===== config.mk =====
export PLATFORM = sky130hd
export DESIGN_NAME = pong_game_ctrl
export DESIGN_NICKNAME = d
export VERILOG_FILES = /design/src/rtl/pong_game_ctrl.sv
export SDC_FILE = /design/constraint.sdc
export NUM_CORES = 1
export LEC_CHECK = 0
export CORE_MARGIN = 8
export CORE_UTILIZATION = 60
export CTS_CLUSTER_SIZE = 40
export DETAILED_ROUTE_END_ITERATION = 10
export HOLD_SLACK_MARGIN = 0.05
export PLACE_DENSITY = 0.81
export SYNTH_ARGS = -nofsm -noshare
export SYNTH_HDL_FRONTEND = slang
export SYNTH_SLANG_ARGS = --single-unit

===== constraint.sdc =====
create_clock -name clk -period 11.65 [get_ports clk]
set_input_delay 1.7475 -clock clk [delete_from_list [all_inputs] [get_ports clk]]
set_output_delay 1.7475 -clock clk [all_outputs]
set_load 0.05 [all_outputs]

===== src/rtl/pong_game_ctrl.sv =====
// pong_game_ctrl: Pong game sequencer. Owns the ball position and
// velocity, serve countdown, scoring, game-over and the paddle enable.
//
// Ports:
//   clk, reset (async, active-low)
//   frame_tick  one-cycle pulse per video frame
//   start       start / restart request (level)
//   l_*hit      left paddle top/mid/bottom hit flags
//   r_*hit      right paddle top/mid/bottom hit flags
//   pad_en      paddle enable (high in PLAY)
//   ball_x/y    ball top-left corner
//   score_l/r   scores
//   serving     high in SERVE
//   game_over   high in GAME_OVER
module pong_game_ctrl #(
    parameter int BALL_SIZE    = 10,
    parameter int TOP_BOUND    = 136,
    parameter int BOTTOM_BOUND = 512,
    parameter int LEFT_EDGE    = 0,
    parameter int RIGHT_EDGE   = 799,
    parameter int BALL_X0      = 395,
    parameter int BALL_Y0      = 319,
    parameter int XSPEED       = 2,
    parameter int YSPEED       = 2,
    parameter int SERVE_FRAMES = 60,
    parameter int WIN_SCORE    = 7
) (
    input  logic       clk,
    input  logic       reset,
    input  logic       frame_tick,
    input  logic       start,
    input  logic       l_tophit,
    input  logic       l_midhit,
    input  logic       l_bothit,
    input  logic       r_tophit,
    input  logic       r_midhit,
    input  logic       r_bothit,
    output logic       pad_en,
    output logic [9:0] ball_x,
    output logic [9:0] ball_y,
    output logic [3:0] score_l,
    output logic [3:0] score_r,
    output logic       serving,
    output logic       game_over
);

    typedef enum logic [2:0] {
        S_IDLE,
        S_SERVE,
        S_PLAY,
        S_SCORE,
        S_OVER
    } state_t;

    // Position math is 11-bit signed so edge compares cannot wrap.
    localparam logic signed [10:0] BS  = 11'(BALL_SIZE);
    localparam logic signed [10:0] TB  = 11'(TOP_BOUND);
    localparam logic signed [10:0] BB  = 11'(BOTTOM_BOUND);
    localparam logic signed [10:0] LE  = 11'(LEFT_EDGE);
    localparam logic signed [10:0] RE  = 11'(RIGHT_EDGE);
    localparam logic signed [10:0] XS  = 11'(XSPEED);
    localparam logic signed [10:0] YS  = 11'(YSPEED);
    localparam logic [9:0]         X0  = 10'(BALL_X0);
    localparam logic [9:0]         Y0  = 10'(BALL_Y0);
    localparam logic [7:0]         SF  = 8'(SERVE_FRAMES);
    localparam logic [3:0]         WIN = 4'(WIN_SCORE);

    state_t             state_q, state_d;
    logic [9:0]         bx_q, bx_d;
    logic [9:0]         by_q, by_d;
    logic signed [10:0] dx_q, dx_d;
    logic signed [10:0] dy_q, dy_d;
    logic [3:0]         sl_q, sl_d;
    logic [3:0]         sr_q, sr_d;
    logic [7:0]         cnt_q, cnt_d;
    logic               rsc_q, rsc_d;

    logic               l_act, r_act;
    logic               hit_top, hit_bot, hit_mid, hit;
    logic signed [10:0] px, py;
    logic signed [10:0] ndx, ndy, ady;
    logic signed [10:0] nx, ny;
    logic [3:0]         new_sc;

    always_comb begin
        state_d = state_q;
        bx_d    = bx_q;
        by_d    = by_q;
        dx_d    = dx_q;
        dy_d    = dy_q;
        sl_d    = sl_q;
        sr_d    = sr_q;
        cnt_d   = cnt_q;
        rsc_d   = rsc_q;

        // Only flags on the side the ball approaches are counted.
        l_act   = dx_q < 0;
        r_act   = dx_q > 0;
        hit_top = (l_act & l_tophit) | (r_act & r_tophit);
        hit_bot = (l_act & l_bothit) | (r_act & r_bothit);
        hit_mid = (l_act & l_midhit) | (r_act & r_midhit);
        hit     = hit_top | hit_bot | hit_mid;

        px  = signed'({1'b0, bx_q});
        py  = signed'({1'b0, by_q});
        ndx = hit ? -dx_q : dx_q;
        ndy = dy_q;
        if (hit_top) begin
            ndy = -YS;
        end else if (hit_bot) begin
            ndy = YS;
        end else if (hit_mid) begin
            ndy = '0;
        end
        ady = ndy[10] ? -ndy : ndy;
        nx  = px + ndx;
        ny  = py + ndy;

        new_sc = '0;

        unique case (state_q)
            S_IDLE: begin
                bx_d = X0;
                by_d = Y0;
                if (start) begin
                    state_d = S_SERVE;
                    cnt_d   = SF;
                end
            end

            S_SERVE: begin
                bx_d = X0;
                by_d = Y0;
                dy_d = '0;
                if (frame_tick) begin
                    if (cnt_q <= 8'd1) begin
                        cnt_d   = '0;
                        state_d = S_PLAY;
                    end else begin
                        cnt_d = cnt_q - 8'd1;
                    end
                end
            end

            S_PLAY: begin
                if (frame_tick) begin
                    if (!hit && dx_q < 0 && nx <= LE) begin
                        rsc_d   = 1'b1;
                        state_d = S_SCORE;
                    end else if (!hit && dx_q > 0
                                 && nx + BS >= RE) begin
                        rsc_d   = 1'b0;
                        state_d = S_SCORE;
                    end else begin
                        dx_d = ndx;
                        bx_d = nx[9:0];
                        if (ny <= TB) begin
                            by_d = TB[9:0];
                            dy_d = ady;
                        end else if (ny + BS >= BB) begin
                            by_d = 10'(BB - BS);
                            dy_d = -ady;
                        end else begin
                            by_d = ny[9:0];
                            dy_d = ndy;
                        end
                    end
                end
            end

            S_SCORE: begin
                if (rsc_q) begin
                    new_sc = (sr_q >= WIN) ? WIN : sr_q + 4'd1;
                    sr_d   = new_sc;
                    // Serve toward the player who conceded.
                    dx_d   = -XS;
                end else begin
                    new_sc = (sl_q >= WIN) ? WIN : sl_q + 4'd1;
                    sl_d   = new_sc;
                    dx_d   = XS;
                end
                if (new_sc == WIN) begin
                    state_d = S_OVER;
                end else begin
                    state_d = S_SERVE;
                    cnt_d   = SF;
                    bx_d    = X0;
                    by_d    = Y0;
                    dy_d    = '0;
                end
            end

            S_OVER: begin
                if (start) begin
                    sl_d    = '0;
                    sr_d    = '0;
                    bx_d    = X0;
                    by_d    = Y0;
                    dx_d    = XS;
                    dy_d    = '0;
                    cnt_d   = SF;
                    state_d = S_SERVE;
                end
            end

            default: begin
                state_d = S_IDLE;
            end
        endcase
    end

    always_ff @(posedge clk or negedge reset) begin
        if (!reset) begin
            state_q <= S_IDLE;
            bx_q    <= X0;
            by_q    <= Y0;
            dx_q    <= XS;
            dy_q    <= '0;
            sl_q    <= '0;
            sr_q    <= '0;
            cnt_q   <= '0;
            rsc_q   <= 1'b0;
        end else begin
            state_q <= state_d;
            bx_q    <= bx_d;
            by_q    <= by_d;
            dx_q    <= dx_d;
            dy_q    <= dy_d;
            sl_q    <= sl_d;
            sr_q    <= sr_d;
            cnt_q   <= cnt_d;
            rsc_q   <= rsc_d;
        end
    end

    assign pad_en    = (state_q == S_PLAY);
    assign serving   = (state_q == S_SERVE);
    assign game_over = (state_q == S_OVER);
    assign ball_x    = bx_q;
    assign ball_y    = by_q;
    assign score_l   = sl_q;
    assign score_r   = sr_q;

endmodule


## Word-level counts from Yosys, hierarchy flattened

Index checks and enable logic that the tools add are counted.

- Input port bits: 10
- Output and inout bits: 31
- Logic and storage cells: 134
- Register bits: 62

- Equal/unequal tests: 16
- Reduce and logical (&&, ||, !) cells: 22
- Bitwise gates (word level): 11
- Muxes and demuxes: 57
- $add $sub $neg: 10
- Magnitude comparators: 9

Operators by type and width:

| operator | number |
|---|---|
| $mux W11 | 17 |
| $mux W10 | 12 |
| $pmux W10 S4 | 2 |
| $pmux W11 S4 | 1 |
| $neg A11 Y11 | 3 |
| $pmux W11 S3 | 1 |
| $mux W8 | 4 |
| $mux W4 | 7 |
| $pmux W8 S3 | 1 |
| $add A11 B11 Y11 | 2 |
| $add A11 B5 Y11 const B | 2 |
| $ge A11 B11 Y1 const B | 2 |
| $mux W3 | 7 |
| $ne A2 B2 Y1 const B | 8 |
| $pmux W4 S2 | 2 |
| $pmux W3 S4 | 1 |
| $reduce_and A6 Y1 | 2 |
| $gt A11 B1 Y1 const B | 1 |
| $le A11 B1 Y1 const B | 1 |
| $le A11 B9 Y1 const B | 1 |
| $lt A11 B1 Y1 const B | 1 |
| $reduce_and A5 Y1 | 2 |
| $reduce_and A3 Y1 | 3 |
| $add A4 B1 Y4 const B | 2 |
| 20 further kinds | 40 |

## Longest topological paths before layout

Gate-level depths: netlist of run 1.

- Depth after elaboration: 15
- Gate-level depth with buffers: 22
- Depth with buffers taken out: 19

## Least setup slack after synthesis of run 1

OpenSTA, ideal clock, no wires.

- Path type: in2reg
- Start: input l_tophit
- End: register by_q[6] (netlist: ball_y[6])
- Arrival time: 5699 ps
- Library setup time: 125 ps
- Path buffers: 2
- Required time: 11525 ps
- Stages: 16
- Setup slack: 5826 ps
- Cell sequence: nor4b_1 -> or2_2 -> nor2_1 -> nand2_1 -> o21ai_0 -> fa_1 -> and3_1 -> or3_1 -> clkbuf_1 -> a221oi_1 -> o221ai_1 -> a2111oi_0 -> o21ai_0 -> o311ai_1 -> buf_2 -> mux2_2

- Word-level cells in the longest chain between the ends: 12
- Elaborated cells on any way between the ends: 28
- Classes of those cells: 4 x add/sub; 4 x order compare; 2 x eq/ne; 8 x mux; 4 x bitwise; 6 x reduce/logical

Ends and longest elaborated chain:

| item | line | text |
|---|---|---|
| from (decl) | 32 | `input logic l_tophit,` |
| $and A1 B1 Y1 * | 99 | `hit_top = (l_act & l_tophit) \| (r_act & r_tophit);` |
| $or A1 B1 Y1 * | 99 |  |
| $mux W11 | 108 | `if (hit_top) begin` |
| $add A11 B11 Y11 | 117 | `ny = py + ndy;` |
| $add A11 B5 Y11 | 160 | `end else if (ny + BS >= BB) begin` |
| $ge A11 B11 Y1 | 160 |  |
| $mux W10 | 160 |  |
| $mux W10 | 157 | `if (ny <= TB) begin` |
| $mux W10 | 150 | `end else if (!hit && dx_q > 0` |
| $mux W10 | 147 | `if (!hit && dx_q < 0 && nx <= LE) begin` |
| $mux W10 | 146 | `if (frame_tick) begin` |
| $pmux W10 S4 | 121 | `unique case (state_q)` |
| to (signal assigned) | 226 | `by_q <= by_d;` |
| to (decl) | 70 | `logic [9:0] by_q, by_d;` |

Every way passes the cells marked *; elsewhere a longest branch is shown, timed or not. The select of a mux whose other input is x is not followed.
A chain may end at the register's enable or synchronous reset.

## Final worst setup path of run 1

- Start: input l_midhit
- End: register dy_q[3]

- Word-level cells in the longest chain between the ends: 14
- Elaborated cells on any way between the ends: 32
- Classes of those cells: 6 x add/sub; 4 x order compare; 2 x eq/ne; 11 x mux; 3 x bitwise; 6 x reduce/logical

Ends and longest elaborated chain:

| item | line | text |
|---|---|---|
| from (decl) | 33 | `input logic l_midhit,` |
| $and A1 B1 Y1 * | 101 | `hit_mid = (l_act & l_midhit) \| (r_act & r_midhit);` |
| $or A1 B1 Y1 * | 101 |  |
| $mux W11 | 112 | `end else if (hit_mid) begin` |
| $mux W11 | 110 | `end else if (hit_bot) begin` |
| $mux W11 | 108 |  |
| $add A11 B11 Y11 / $neg A11 Y11 (equally long branches) | 117, 115 |  |
| $add A11 B5 Y11 / $mux W11 (equally long branches) | 160, 115 |  |
| $ge A11 B11 Y1 / $neg A11 Y11 (equally long branches) | 160, 162 |  |
| $mux W11 | 160 |  |
| $mux W11 | 157 |  |
| $mux W11 | 150 |  |
| $mux W11 | 147 |  |
| $mux W11 | 146 |  |
| $pmux W11 S4 | 121 |  |
| to (signal assigned) | 228 | `dy_q <= dy_d;` |
| to (decl) | 72 | `logic signed [10:0] dy_q, dy_d;` |

Marked as above.

==> results of run 1 <==
## final cells by class
type / count / area share (%)
Inverter: 26 / 1.51
Clock inverter: 5 / 0.891
Clock buffer: 11 / 2.34
Timing Repair Buffer: 45 / 6.70
Multi-Input combinational cell: 592 / 61.7
Sequential cell: 62 / 24.3
Tap cell: 133 / 2.58
## kinds of logic (layout without fill, tap and decap cells)
group / count (synthesis) / in the layout / share of synthesized area (%)
buf+inv: 61 / 87 / 4.22
xor+xnor: 19 / 19 / 2.88
flops: 62 / 62 / 27.1
compound gates: 253 / 253 / 31.2
fa+ha+maj: 32 / 32 / 7.10
simple gates: 268 / 268 / 23.6
mux: 20 / 20 / 3.81
## path summary, 6_finish.rpt
check / start / end / cells after the start
max: l_midhit / dy_q[3] / 18
min: cnt_q[7] / cnt_q[7] / 1
max reg2reg: dx_q[10] / dy_q[3] / 17
min reg2reg: cnt_q[7] / cnt_q[7] / 1
max in group asynchronous: reset / dy_q[6] / 2
min in group asynchronous: reset / ball_x[5] / 2
## state kept, by name, summed over array words and instances, names as in the netlist
name     cells
ball_y      10
rsc_q        1
ball_x      10
cnt_q        8
state_q      3
score_l      4
dy_q        11
score_r      4
dx_q        11
## cell usage after synthesis, types with 8 or more instances
library cell	instances	area, sq um
o21a_1	12	90.1
nor2_1	55	206
nand2_1	75	282
xnor2_1	9	78.8
dfstp_2	13	342
o21ai_0	53	265
inv_1	26	97.6
dfrtp_1	49	1230
o31ai_1	14	105
or3_1	10	62.6
nand2b_1	13	81.3
xor2_1	10	87.6
a21oi_1	41	205
clkbuf_1	27	101
a32o_1	8	80.1
a31oi_1	9	56.3
nor3_1	24	120
nor2b_1	12	75.1
a21o_1	18	135
ha_1	28	350
or2_2	8	50.1
nand3_1	18	90.1
nand4_1	9	56.3
mux2_2	16	180
## worst register-to-register path, delay by kind of cell (launching register included)
kind	cells	cell delay [ns]
simple gates	6	2.36
buf+inv	2	0.15
flops	1	0.78
compound gates	7	2.40
fa+ha+maj	2	0.57
## where the power goes
part           leakage (nW)  internal [mW]  switching [mW]
Combinational          1.81         0.0843           0.138
Sequential            0.744          0.229          0.0168
Clock                0.0976          0.110          0.0982
Total                  2.65          0.424           0.253
## routing by layer
| layer | up-vias | part of all wire [%] | global-route usage, % |
|---|---|---|---|
| li1 | 2758 | - | - |
| met1 | 2788 | 44 | 34.0 |
| met2 | 285 | 45 | 40.6 |
| met3 | 29 | 9.1 | 6.33 |
| met4 | 0 | 1.5 | 10.0 |
| met5 | - | 0 | 0 |
## per-stage QoR
stage | setup WS [ns] | hold slack, ns | instance area, sq um | std cells | utilization, %
finish | 4.22 | 0.493 | 6460 | 874 | 67.6
CTS | 4.38 | 0.495 | 6460 | 874 | 67.6
global placement | 4.29 | 0.477 | 6250 | 858 | 65.4
floorplan | 5.83 | 0.447 | 5780 | 715 | -
global route | 3.76 | 0.517 | 6460 | 874 | 67.6
detailed placement | 4.01 | 0.485 | 6250 | 858 | 65.4
==> out/metrics.cfg, run 1 <==
[sta]
timing.setup.tns_ns = 0
relSlewSlack_pct = 28.6
min_period_over_period_pct = 63.8
drv_slew = 0
min_period_ns = 7.43
grt_setup_unrepaired = false
finClkSkew_ns = 0.00583
final_hold_viol_count = 0
setup_viol = 0
tightest_slew_ns = 1.06
timing.fmax_ghz = 0.135

[floorplanning]
start_util_pct = 60.5
die_x_um = 114
core_region_area_sq_mm = 0.00955
die_h_um = 114
die_area_sq_mm = 0.0130
pin_count = 41
rows = 36

[detailed_routing]
drc_errors = 0
routed_wl_um = 16600
drt-initial-drc-count = 469
via_per_inst = 6.70
first_pass_iters = 6
vias = 5860
ant_nets = 0
wl_per_cell_um = 19.0

[power]
power_mw = 0.676
powerDensity_mw_per_mm2 = 105
ir_worst_vdd_uv = 51.9
leakagePower_nw = 2.65

[worst_setup_path]
crit_family = compound AO/OA/AOI/OAI gates
crit_chain = clkdlybuf4s50_1, nor4b_1, nor2_1, nand2_1, nand2_1, inv_1, ha_1, inv_1, fa_1, nor2b_1, o21a_1, a2bb2oi_1, o2111ai_1, o31a_1, o21ai_1, nand2_1, o22a_1, a32o_1
path_max_fanout = 16
slowest_delay_ns = 0.90
startpoint_type = primary input
reg2reg_slack_ns = 5.27
crit_arrival_ns = 7.69
crit_type = in2reg
crit_buf_inv = 3
cp_common_cell = nand2_1
worstPathRequired_ns = 11.90
crit_path_top_delay_cell = nor4b_1
end_kind = flip-flop

[status]
status = completed

[yosys]
yosys_register_bits = 62
synth_area_sq_mm = 0.00578
synth_nets = 755
synthCells = 715
avgSynthCellArea_sq_um = 8.08
ys_seq_area_share_pct = 27.1
synth-edff-count = 0
async_flop_share_pct = 100
synth_flop_cell = dfrtp_1
yosysWarnings = 0
synth_cell_type_count = 82

[layout]
drive_above_1_share_pct = 9.72
area_growth_pct = 11.8
diodes = 0
final_cell_mix = nand2_1, nor2_1, o21ai_0, dfrtp_1, a21oi_1
multi_input_area_sq_mm = 0.00398
fillers = 844
register_area_sq_mm = 0.00157
nets = 776
layout_commonest_cell = nand2_1

[hold_path]
hold_class = reg2reg

[global_routing]
grt_usage_pct = 26.0
grt_overflow_total = 0
grt_antenna_before_repair = 0
grt_max_degree = 63
grt_pass1_vias = 5733
grt_pass1_wl_um = 27400

[clock_tree]
clk_pin_slew_ns = 0.08
cts_tree = done
cts_buffer_depth = 2
post_cts_buffers = 0
cts_root_buffer = clkbuf_8
numCtsBuffers = 9
h-tree-depth = 3
ctsResizeCount = 0
clock_sinks = 62
clk_latency_ns = 0.37
postCtsHoldBufs = 0

[placed_design]
port_buffers = 40
finalWeightedCongestion = 0.943
dp_hpwl_um = 12200

[run]
cap_violations = 0

Power figures use the tool's default switching activity.
==> run 2: changes to the inputs <==
CORE_UTILIZATION = 55   (was 60)
PLACE_DENSITY = 0.78   (was 0.81)
clock period = 6.45 ns   (was 11.65 ns; I/O delays follow)
==> run 2 against run 1 <==
First-iteration DRC count is 26% higher. Die area grew 7.8%. Register-to-register slack lost 4.6 ns. Wire length decreased by 1.8%. Highest routed layer unchanged. Cell count rose by 1.4%. Critical path type unchanged.
==> out/metrics.cfg, run 2 (synthesized netlist as in run 1, its figures left out) <==
[hold_path]
hold_path_end = cnt_q[7]
holdPathStages = 1  ; unchanged
hold_class = reg2reg
worst_hold_startpoint = cnt_q[7]

[floorplanning]
start_util_pct = 56.2  ; -4.3 points
pin_count = 41  ; unchanged
core_region_area_sq_mm = 0.0103  ; +7.6%
die_x_um = 118  ; +3.8%
die_area_sq_mm = 0.0140  ; +7.8%
rows = 37  ; +2.8%
die_h_um = 118  ; +3.8%

[layout]
fillers = 902  ; +6.9%
area_growth_pct = 13.1
nets = 785  ; +1.2%
fin_area_sq_mm = 0.00653  ; +1.2%
top_regs = dx_q x11, dy_q x11
diodes = 0  ; unchanged
final_cell_mix = nand2_1, nor2_1, o21ai_0, dfrtp_1, a21oi_1
layout_commonest_cell = nand2_1
instances_no_fill = 886  ; +1.4%
final_util_pct = 63.6  ; -4.0 points
drive_above_1_share_pct = 10.9  ; +1.2 points

[clock_tree]
post_cts_buffers = 0  ; unchanged
ctsResizeCount = 0  ; unchanged
postCtsHoldBufs = 0  ; unchanged
clk_pin_slew_ns = 0.07  ; about the same
cts_root_buffer = clkbuf_8
numCtsBuffers = 9  ; unchanged
clock_sinks = 62  ; unchanged
h-tree-depth = 3  ; unchanged
clk_latency_ns = 0.36  ; about the same
cts_buffer_depth = 2  ; unchanged
cts_tree = done

[sta]
min_period_ns = 6.07
finClkSkew_ns = 0.0118  ; +0.00597 ns
relSlewSlack_pct = 45.9  ; +17 points
tightest_slew_ns = 0.812  ; -0.244 ns
worst_slack_ns = 0.382  ; -3.83 ns
whs_ns = 0.499  ; +0.00518 ns
final_hold_viol_count = 0  ; unchanged
setup_viol = 0  ; unchanged
drv_slew = 0  ; unchanged
timing.fmax_ghz = 0.165
grt_setup_unrepaired = false
min_period_over_period_pct = 94.1
timing.setup.tns_ns = 0  ; unchanged

[detailed_routing]
drt-initial-drc-count = 589  ; +26%
first_pass_iters = 7  ; +1
ant_nets = 0  ; unchanged
routed_wl_um = 16300  ; -1.8%
wl_per_cell_um = 18.4  ; -3.1%
drc_errors = 0  ; unchanged
vias = 5847  ; -0.22%
via_per_inst = 6.60  ; -1.6%

[placed_design]
port_buffers = 40  ; unchanged
finalWeightedCongestion = 0.946  ; +0.28%
dp_slack_ns = -0.0668  ; -4.07 ns
place_area_sq_mm = 0.00632  ; +1.1%
dp.cells = 870  ; +1.4%
dp_hpwl_um = 12100  ; -0.72%

[worst_setup_path]
crit_arrival_ns = 6.31  ; -1.38 ns
crit_family = simple AND/OR/NAND/NOR gates
startpoint_type = primary input
worstPathRequired_ns = 6.69  ; -5.21 ns
crit_chain = clkdlybuf4s50_1, nor4_1, or2_2, nor2_1, nand2_1, o21ai_0, fa_1, and3_1, or3_1, a221oi_1, o221ai_1, a2111oi_0, o21ai_0, o31a_1, nand2_1, mux2_2
r2r-start = dx_q[10]
path_max_fanout = 9  ; -7
crit_path_top_delay_cell = nor4_1
r2r_cells = 15  ; -2
crit_type = in2reg
end_kind = flip-flop
crit_buf_inv = 1  ; -2
reg2reg_slack_ns = 0.71  ; -4.56 ns
r2r_end = dx_q[7]
slowest_delay_ns = 0.70  ; -0.20 ns

[global_routing]
grt_antenna_before_repair = 0  ; unchanged
grt_overflow_total = 0  ; unchanged
grt_pass1_vias = 5515  ; -3.8%
grt_pass1_wl_um = 27400  ; -0.20%
grt_max_degree = 63  ; unchanged
grt_usage_pct = 23.2  ; -2.8 points

[power]
power_mw = 1.21  ; +79%
leakagePower_nw = 2.69  ; +1.6%
ir_worst_vdd_uv = 120  ; +130%
powerDensity_mw_per_mm2 = 185  ; +77%

[run]
cap_violations = 0  ; unchanged

[status]
status = completed

-- run 2: how the worst max path moves through the flow --
stage,cells past startpoint,from,end
after floorplan,16,l_tophit,ball_y[6]
after global placement,16,l_bothit,dy_q[5]
after detailed placement,16,l_bothit,dx_q[6]
after CTS,16,l_bothit,dx_q[7]
after global routing,16,r_bothit,dx_q[7]
final,16,r_tophit,dx_q[7]
-- run 2: metal layers --
| layer | vias to the layer above | GRT usage [%] | share of wire [%] |
|---|---|---|---|
| met5 | - | 0 | 0 |
| met4 | 0 | 8.70 | 2.0 |
| met3 | 27 | 5.09 | 8.2 |
| met2 | 277 | 34.9 | 43 |
| met1 | 2765 | 31.9 | 47 |
| li1 | 2778 | - | - |
-- run 2: layout make-up --
type | instances | area, sq um | area share [%]
clock buffers | 10 | 138 | 2.11
multi-input cells | 592 | 3990 | 61.1
clock inverters | 6 | 70.1 | 1.07
well taps | 136 | 170 | 2.60
inverters | 26 | 97.6 | 1.49
repair buffers | 54 | 500 | 7.66
flip-flops and latches | 62 | 1570 | 24.0
-- run 2: power by group --
part / internal, mW / switching, mW
sequential: 0.414 / 0.0297
combinational: 0.156 / 0.246
clock: 0.191 / 0.175
total: 0.760 / 0.450
